--- src/rtl/usb_pkg.sv ---
// rtl/usb_pkg.sv - shared USB transmit-path types and constants
package usb_pkg;

  // Bit stuffer FSM states
  typedef enum logic [1:0] {
    IDLE  = 2'd0,
    PASS  = 2'd1,
    STUFF = 2'd2
  } bstuff_state_t;

  // USB inserts a 0 after six consecutive transmitted 1s
  localparam int USB_STUFF_LEN = 6;

endpackage

--- src/rtl/counter.sv ---
// rtl/counter.sv - generic up/down counter with synchronous clear
module counter #(
  parameter int CNT_W = 3
) (
  input  logic             clk,
  input  logic             rst_L,
  input  logic             inc_cnt,
  input  logic             clr_cnt,
  input  logic             up,
  output logic [CNT_W-1:0] cnt
);

  // Clear has priority over counting; up selects the count direction
  always_ff @(posedge clk or negedge rst_L) begin
    if (!rst_L) begin
      cnt <= '0;
    end else if (clr_cnt) begin
      cnt <= '0;
    end else if (inc_cnt) begin
      if (up) cnt <= cnt + 1'b1;
      else    cnt <= cnt - 1'b1;
    end
  end

endmodule

--- src/rtl/bit_stuff.sv ---
// rtl/bit_stuff.sv - USB transmit bit stuffer (optional stuff_count via BIT_STUFF_STATS_EN)
module bit_stuff
  import usb_pkg::*;
#(
  parameter int STUFF_LEN = USB_STUFF_LEN,
  parameter int CNT_W     = 3
) (
  input  logic       clk,
  input  logic       rst_L,
  input  logic       inb,
  input  logic       recving,
  input  logic       pause_out,
  output logic       pause_in,
  output logic       outb,
  output logic       sending
`ifdef BIT_STUFF_STATS_EN
  ,
  output logic [7:0] stuff_count
`endif
);

  bstuff_state_t    state;
  bstuff_state_t    next_state;
  logic [CNT_W-1:0] ones_cnt;
  logic             inc_cnt;
  logic             clr_cnt;
  logic             accept;
  logic             hit;

  // An upstream bit is consumed only when it is valid and downstream is not stalling
  assign accept = recving & ~pause_out;

  // Accepting this 1 brings the run of ones up to the stuffing length
  assign hit = inb & (ones_cnt == CNT_W'(STUFF_LEN - 1));

  counter #(.CNT_W(CNT_W)) u_ones_cnt (
    .clk     (clk),
    .rst_L   (rst_L),
    .inc_cnt (inc_cnt),
    .clr_cnt (clr_cnt),
    .up      (1'b1),
    .cnt     (ones_cnt)
  );

  // State register
  always_ff @(posedge clk or negedge rst_L) begin
    if (!rst_L) state <= IDLE;
    else        state <= next_state;
  end

  // Next-state logic; a stuff bit is owed even if the packet ends on the last 1
  always_comb begin
    next_state = state;
    case (state)
      IDLE: begin
        if (accept) next_state = hit ? STUFF : PASS;
      end
      PASS: begin
        if (!pause_out) begin
          if (recving) next_state = hit ? STUFF : PASS;
          else         next_state = IDLE;
        end
      end
      STUFF: begin
        if (!pause_out) next_state = recving ? PASS : IDLE;
      end
      default: next_state = IDLE;
    endcase
  end

  // Output and ones-counter control; data passes through combinationally
  always_comb begin
    outb     = 1'b0;
    sending  = 1'b0;
    pause_in = 1'b0;
    inc_cnt  = 1'b0;
    clr_cnt  = 1'b0;
    case (state)
      IDLE: begin
        outb     = inb;
        sending  = recving;
        pause_in = pause_out;
        inc_cnt  = accept & inb;
        clr_cnt  = ~(accept & inb);
      end
      PASS: begin
        outb     = inb;
        sending  = recving;
        pause_in = pause_out;
        inc_cnt  = accept & inb;
        clr_cnt  = (accept & ~inb) | (~pause_out & ~recving);
      end
      STUFF: begin
        // Upstream holds its bit while the inserted 0 goes out
        outb     = 1'b0;
        sending  = 1'b1;
        pause_in = 1'b1;
        clr_cnt  = ~pause_out;
      end
      default: begin
        clr_cnt = 1'b1;
      end
    endcase
  end

`ifdef BIT_STUFF_STATS_EN
  // Per-packet count of completed stuff bits, saturating, held after packet end
  always_ff @(posedge clk or negedge rst_L) begin
    if (!rst_L) begin
      stuff_count <= 8'd0;
    end else if (state == IDLE && accept) begin
      stuff_count <= 8'd0;
    end else if (state == STUFF && !pause_out && stuff_count != 8'hFF) begin
      stuff_count <= stuff_count + 8'd1;
    end
  end
`endif

endmodule

--- config.mk ---
export PLATFORM = sky130hd
export DESIGN_NAME = bit_stuff
export DESIGN_NICKNAME = d
export VERILOG_FILES = /design/src/rtl/usb_pkg.sv /design/src/rtl/counter.sv /design/src/rtl/bit_stuff.sv
export SDC_FILE = /design/constraint.sdc
export NUM_CORES = 1
export LEC_CHECK = 0
export CELL_PAD_IN_SITES_DETAIL_PLACEMENT = 0
export CELL_PAD_IN_SITES_GLOBAL_PLACEMENT = 1
export CORE_AREA = 2 2 39 41
export CTS_CLUSTER_SIZE = 25
export DETAILED_ROUTE_END_ITERATION = 16
export DIE_AREA = 0 0 41 43
export PLACE_DENSITY = 0.6
export SYNTH_ARGS = -nofsm -noshare
export SYNTH_HDL_FRONTEND = slang
export SYNTH_SLANG_ARGS = --single-unit
--- constraint.sdc ---
create_clock -name clk -period 1.5 [get_ports clk]
set_input_delay 0.3 -clock clk [delete_from_list [all_inputs] [get_ports clk]]
set_output_delay 0.3 -clock clk [all_outputs]
set_load 0.005 [all_outputs]
==> metrics, run 1 <==
IO Port Bufs 7; MaxCap Viol Count 0; Slew @ Worst Pin 0.247 ns; Post-route DRC 0; total power 360 uW; Avg Cell Area, Syn 9.40 sq um; Area after DPL 442 sq um; setup violators final 0; WP data arrival 1.16 ns; worst-case reg-to-reg path depth 5; Total Routing Usage GR 0.108; Placement Rows 14; total number of vias 300; status finished clean; distinct cell type count after synthesis 15; WL met2 374 um; commonest cells after routing, fill and taps aside buf_4, dfrtp_1; CTS Sinks 5; Setup Skew 0.00139 ns; syn_nets 38; clk slew on worst S/H paths 0.05 ns; Finished Cell Area 483 sq um; I/O pin count 8; Nets 60; endpoint of the worst register-to-register path u_ones_cnt.cnt[1]$_DFFE_PN0P_; post-route ant nets 0; htree depth 1; Pre-Repair DR Iteration Count 1; root buf cell clkbuf_4; antenna fix cells 0; post-route minimum period 1.46 ns; FMAX 0.683 GHz; Syn Inst Count 31; reg2reg start state[1]$_DFFE_PN0P_; CP Max Fanout 2; total global routing overflow 0; final count of hold timing violations 0; hold crit path type input port to async pin; Die X 41 um; TritonCTS clock tree built; Area growth syn-to-layout 65.7%; commonest non-fill, non-tap cell in the layout buf_4; Initial Utilization 0.211; vias in the first global route 296; Reg2Reg Setup Slack 0.28 ns; Relative slew margins 0.835; die area 1760 sq um; initial antenna violation count 0; drt first-iter violations 0; P_leak 0.000237 uW; period utilisation layout 0.976; startpoint types input port; Setup crit end kind output port; share of cells above drive strength 1 0.346; Cell Pwr Density 746 nW/um^2; register area share after synthesis 0.429; maximum vdd drop 323 uV; Die Y-Extent 43 um; CORE AREA 1380 sq um; Final Core Density 0.349; DR WL/cell 11.0 um; largest net degree at the start of global routing 6; fill cell count 144; max-slew violations 0; Synth Register Bits 5; clk_lat worst skew 0.24 ns; Setup CP Type input port to output port; met3 routed WL 51 um; DRT Wirelength 746 um; vias per cell 4.41; routability cong. 0.692; Post-Synthesis Cell Area 292 sq um; synth warn 0; DR top layer met4; Max clock buf depth 2; TritonCTS Buffers 3; Final HPWL DP 548 um; DRT met1 WL 309 um; WP data required 1.20 ns; first-pass GRT wire length 1190 um
==> per-layer routing <==
metal  vias to the layer above  track usage
met4                         0        0.100
met3                         2       0.0366
met2                         8        0.159
li1                        148            -
met1                       142        0.111
met5                         -            0
==> layout make-up <==
class | instances | area, sq um | share of cell area
Sequential cell | 5 | 125 | 0.259
Clock buffer | 4 | 26.3 | 0.0544
Inverter | 3 | 11.3 | 0.0233
Timing Repair Buffer | 17 | 145 | 0.301
Tap cell | 16 | 20.0 | 0.0415
Multi-Input combinational cell | 23 | 155 | 0.321
==> stage by stage <==
step                setup WS, ns  cells  setup TNS (ns)  hold slack, ns
global route           -0.000235     68       -0.000235           0.291
global placement          -0.240     62          -0.693           0.496
detailed placement        -0.255     62          -0.720           0.529
floorplan                  0.410     31               0         0.00441
finish                    0.0362     68               0           0.287
CTS                      0.00612     67               0           0.286
==> power by group <==
group / total, uW / internal (uW) / switching [uW]
Clock: 158 / 101 / 57.8
Combinational: 58.5 / 34.6 / 23.9
Sequential: 143 / 140 / 3.36
==> repair_timing <==
item                       in CTS  in global routing
pin swaps                       0                  0
hold buffers                    0                  0
gates resized for setup         5                  3
setup endpoints to repair       3                  2
buffers inserted                1                  1
==> critical path: stages <==
cell             delay (ns)
clkdlybuf4s50_1        0.48
nor2_1                 0.05
a21oi_1                0.11
clkdlybuf4s15_1        0.21
==> cell usage after synthesis <==
cell / n / area share
dfrtp_1: 5 / 0.43
and2b_2: 3 / 0.090
inv_1: 3 / 0.039
nand2_1: 3 / 0.039
nand3_1: 3 / 0.051
nor2_1: 3 / 0.039
ha_1: 2 / 0.086
o22ai_1: 2 / 0.043
a21oi_1: 1 / 0.017
a32oi_1: 1 / 0.030
mux2i_1: 1 / 0.034
o21ai_0: 1 / 0.017
o21ai_2: 1 / 0.030
o21bai_1: 1 / 0.026
xnor2_1: 1 / 0.030
==> cells by family (layout without fill, tap and decap cells) <==
logic type | Yosys count | count (layout) | share of synthesized area
compound gates | 7 | 7 | 0.163
xor+xnor | 1 | 1 | 0.0300
fa+ha+maj | 2 | 2 | 0.0858
buf+inv | 3 | 24 | 0.0386
flops | 5 | 5 | 0.429
mux | 1 | 1 | 0.0343
simple gates | 12 | 12 | 0.219
==> flip-flops by register name (all words and copies together), names as in the netlist <==
| register | count |
|---|---|
| state | 2 |
| u_ones_cnt.cnt | 3 |
==> worst max-delay path by stage <==
stage               depth (start not counted)  slack [ns]       end                  from
floorplan                                   2        0.41  pause_in  state[1]$_DFFE_PN0P_
global placement                            4       -0.24  pause_in             pause_out
detailed placement                          4       -0.26   sending               recving
CTS                                         4       0.006   sending  state[1]$_DFFE_PN0P_
global route                                3     -0.0002   sending  state[1]$_DFFE_PN0P_
finish                                      4        0.04   sending               recving
Note: power is estimated with default switching activity, not from simulation.
==> run 2, diff against run 1 <==
--- a/config.mk
+++ b/config.mk
@@ -11,7 +11,8 @@
 export CTS_CLUSTER_SIZE = 25
 export DETAILED_ROUTE_END_ITERATION = 16
 export DIE_AREA = 0 0 41 43
-export PLACE_DENSITY = 0.6
+export DONT_BUFFER_PORTS = 1
+export PLACE_DENSITY = 0.5
 export SYNTH_ARGS = -nofsm -noshare
 export SYNTH_HDL_FRONTEND = slang
 export SYNTH_SLANG_ARGS = --single-unit
==> metrics, run 2 (synthesis results as in run 1) <==
clk slew on worst S/H paths 0.04 ns (about the same); setup violators final 0 (unchanged); CTS Sinks 5 (unchanged); RSZ-0062 raised after global routing no; CP max stage delay 0.44 ns (-0.04 ns); Nets 44 (-27%); hold crit path type input port to flop; TritonCTS Buffers 3 (unchanged); Top reg by flops u_ones_cnt.cnt; WP data arrival 1.09 ns (-0.07 ns); status finished clean; post-route minimum period 1.39 ns (-0.0726 ns); clk_lat worst skew 0.24 ns (about the same); WP data required 1.20 ns (about the same); Setup Skew 0.000327 ns (-0.00107 ns); CP Max Fanout 8 (+6); first-pass GRT wire length 966 um (-19%); vias per cell 4.33 (-1.9%); crit-path cells and2b_2 -> o21bai_1; Setup crit end kind output port; period utilisation layout 0.927 (-0.0484); pre-CTS setup slack 0.366 ns (+0.621 ns); total negative slack 0 ns (unchanged); CORE AREA 1380 sq um (unchanged); htree depth 1 (unchanged); Post-CTS Setup Bufs 0 (-1); NetSw 74.5 uW (-12%); DR WL/cell 10.4 um (-5.2%); Post-route DRC 0 (unchanged); Slew @ Worst Pin 0.230 ns (-0.0172 ns); P_leak 0.000151 uW (-36%); Area growth syn-to-layout 19.3%; antenna fix cells 0 (unchanged); Hold Crit Depth 2; MaxCap Viol Count 0 (unchanged); IO Port Bufs 0 (-7); total number of vias 225 (-25%); total power 328 uW (-8.9%); TritonCTS clock tree built; I/O pin count 8 (unchanged); Pre-Repair DR Iteration Count 2 (+1); reg2reg start state[1]$_DFFE_PN0P_; maximum vdd drop 267 uV (-17%); max-slew violations 0 (unchanged); Comb pwr share 0.084 (-0.078); sequential share of power 0.439 (+0.041); post-route ant nets 0 (unchanged); Die Y-Extent 43 um (unchanged); Regs by FF count u_ones_cnt.cnt x3, state x2; Total Routing Usage GR 0.0896 (-0.0183); Cell Int Power 254 uW (-7.8%); Reg2Reg Setup Slack 0.37 ns (+0.09 ns); startpoint types flop; Initial Utilization 0.211 (unchanged); drt first-iter violations 3 (+3); Min-Delay Endpoint state[0]$_DFFE_PN0P_; largest net degree at the start of global routing 9 (+3); Placement Rows 14 (unchanged); crit-path leading delay family flip-flops; Slowest-stage cell, CP dfrtp_1; initial antenna violation count 0 (unchanged); commonest non-fill, non-tap cell in the layout dfrtp_1; endpoint of the worst register-to-register path state[1]$_DFFE_PN0P_; share of cells above drive strength 1 0.194 (-0.152); DRT Wirelength 541 um (-27%); total global routing overflow 0 (unchanged); Die X 41 um (unchanged); routability cong. 0.530 (-23%); final count of hold timing violations 0 (unchanged); die area 1760 sq um (unchanged); root buf cell clkbuf_4; switching share of power 0.227 (-0.00902); Crit path buffers/inverters 0 (-2); power share of the clock group 0.477 (+0.037); Relative slew margins 0.846 (+0.0115); vias in the first global route 264 (-11%); Cell Pwr Density 944 nW/um^2 (+26%); hold_sp pause_out; max reg flops 3 (unchanged); Max clock buf depth 2 (unchanged); FMAX 0.719 GHz (+5.2%); worst-case reg-to-reg path depth 3 (-2); Final WS setup 0.109 ns (+0.0726 ns); Setup CP Type flop to output port
## run 2: how the worst max path moves through the flow
stage,startpoint,endpoint,cells after the start
5_1_grt,state[1]$_DFFE_PN0P_,pause_in,2
2_1_floorplan,state[1]$_DFFE_PN0P_,pause_in,2
6_report,state[1]$_DFFE_PN0P_,pause_in,2
4_1_cts,state[1]$_DFFE_PN0P_,pause_in,2
3_3_place_gp,state[1]$_DFFE_PN0P_,state[1]$_DFFE_PN0P_,3
3_5_place_dp,state[1]$_DFFE_PN0P_,pause_in,2
## run 2: cell type report
cell class	count	area (sq um)
Clock buffer	4	26.3
Fill cell	154	1040
Inverter	3	11.3
Multi-Input combinational cell	23	155
Sequential cell	5	125
Tap cell	16	20.0
Timing Repair Buffer	1	10.0
## run 2: per-layer routing
layer  track usage  share of wire  vias to the layer above
met5             0              0                        -
met4         0.100              0                        0
met3        0.0471          0.098                        0
met2         0.125           0.51                        7
met1        0.0812           0.39                      100
li1              -              -                      118
## run 2: power groups by stage
stage               clock network, uW  logic (uW)  registers (uW)
floorplan                           0        20.3             145
global placement                    0        23.5             146
detailed placement                  0        23.6             146
CTS                               168        28.1             144
global route                      181        31.5             145
finish                            157        27.4             144
## run 2: timing repair
item / 4_1_cts / 5_1_grt
gates resized for setup: 0 / 0
hold buffers: 1 / 0
endpoints found under the hold margin: 5 / 0
## run 2: per-stage QoR
step	hold WS (ns)	cells	area [sq um]	util
after floorplan	0.00441	31	292	-
after global placement	0.00458	47	312	0.225
after detailed placement	0.00457	47	312	0.225
after CTS	0.176	52	348	0.251
after global routing	0.178	52	348	0.251
final	0.190	52	348	0.251
==> run 3, diff against run 2 <==
==> constraint.sdc (replaced) <==
create_clock -name clk -period 1.8 [get_ports clk]
set_input_delay 0.36 -clock clk [delete_from_list [all_inputs] [get_ports clk]]
set_output_delay 0.36 -clock clk [all_outputs]
set_load 0.005 [all_outputs]
==> results of run 3 <==
The final DEF is identical to that of run 2. Status: finished clean.
Among the figures that moved: setup slack after placement 0.366 ns -> 0.606 ns; setup slack after layout 0.109 ns -> 0.349 ns; hold slack 0.190 ns -> 0.250 ns; register-to-register setup slack 0.37 ns -> 0.67 ns; total power 328 uW -> 274 uW; worst IR drop on VDD 267 uV -> 222 uV
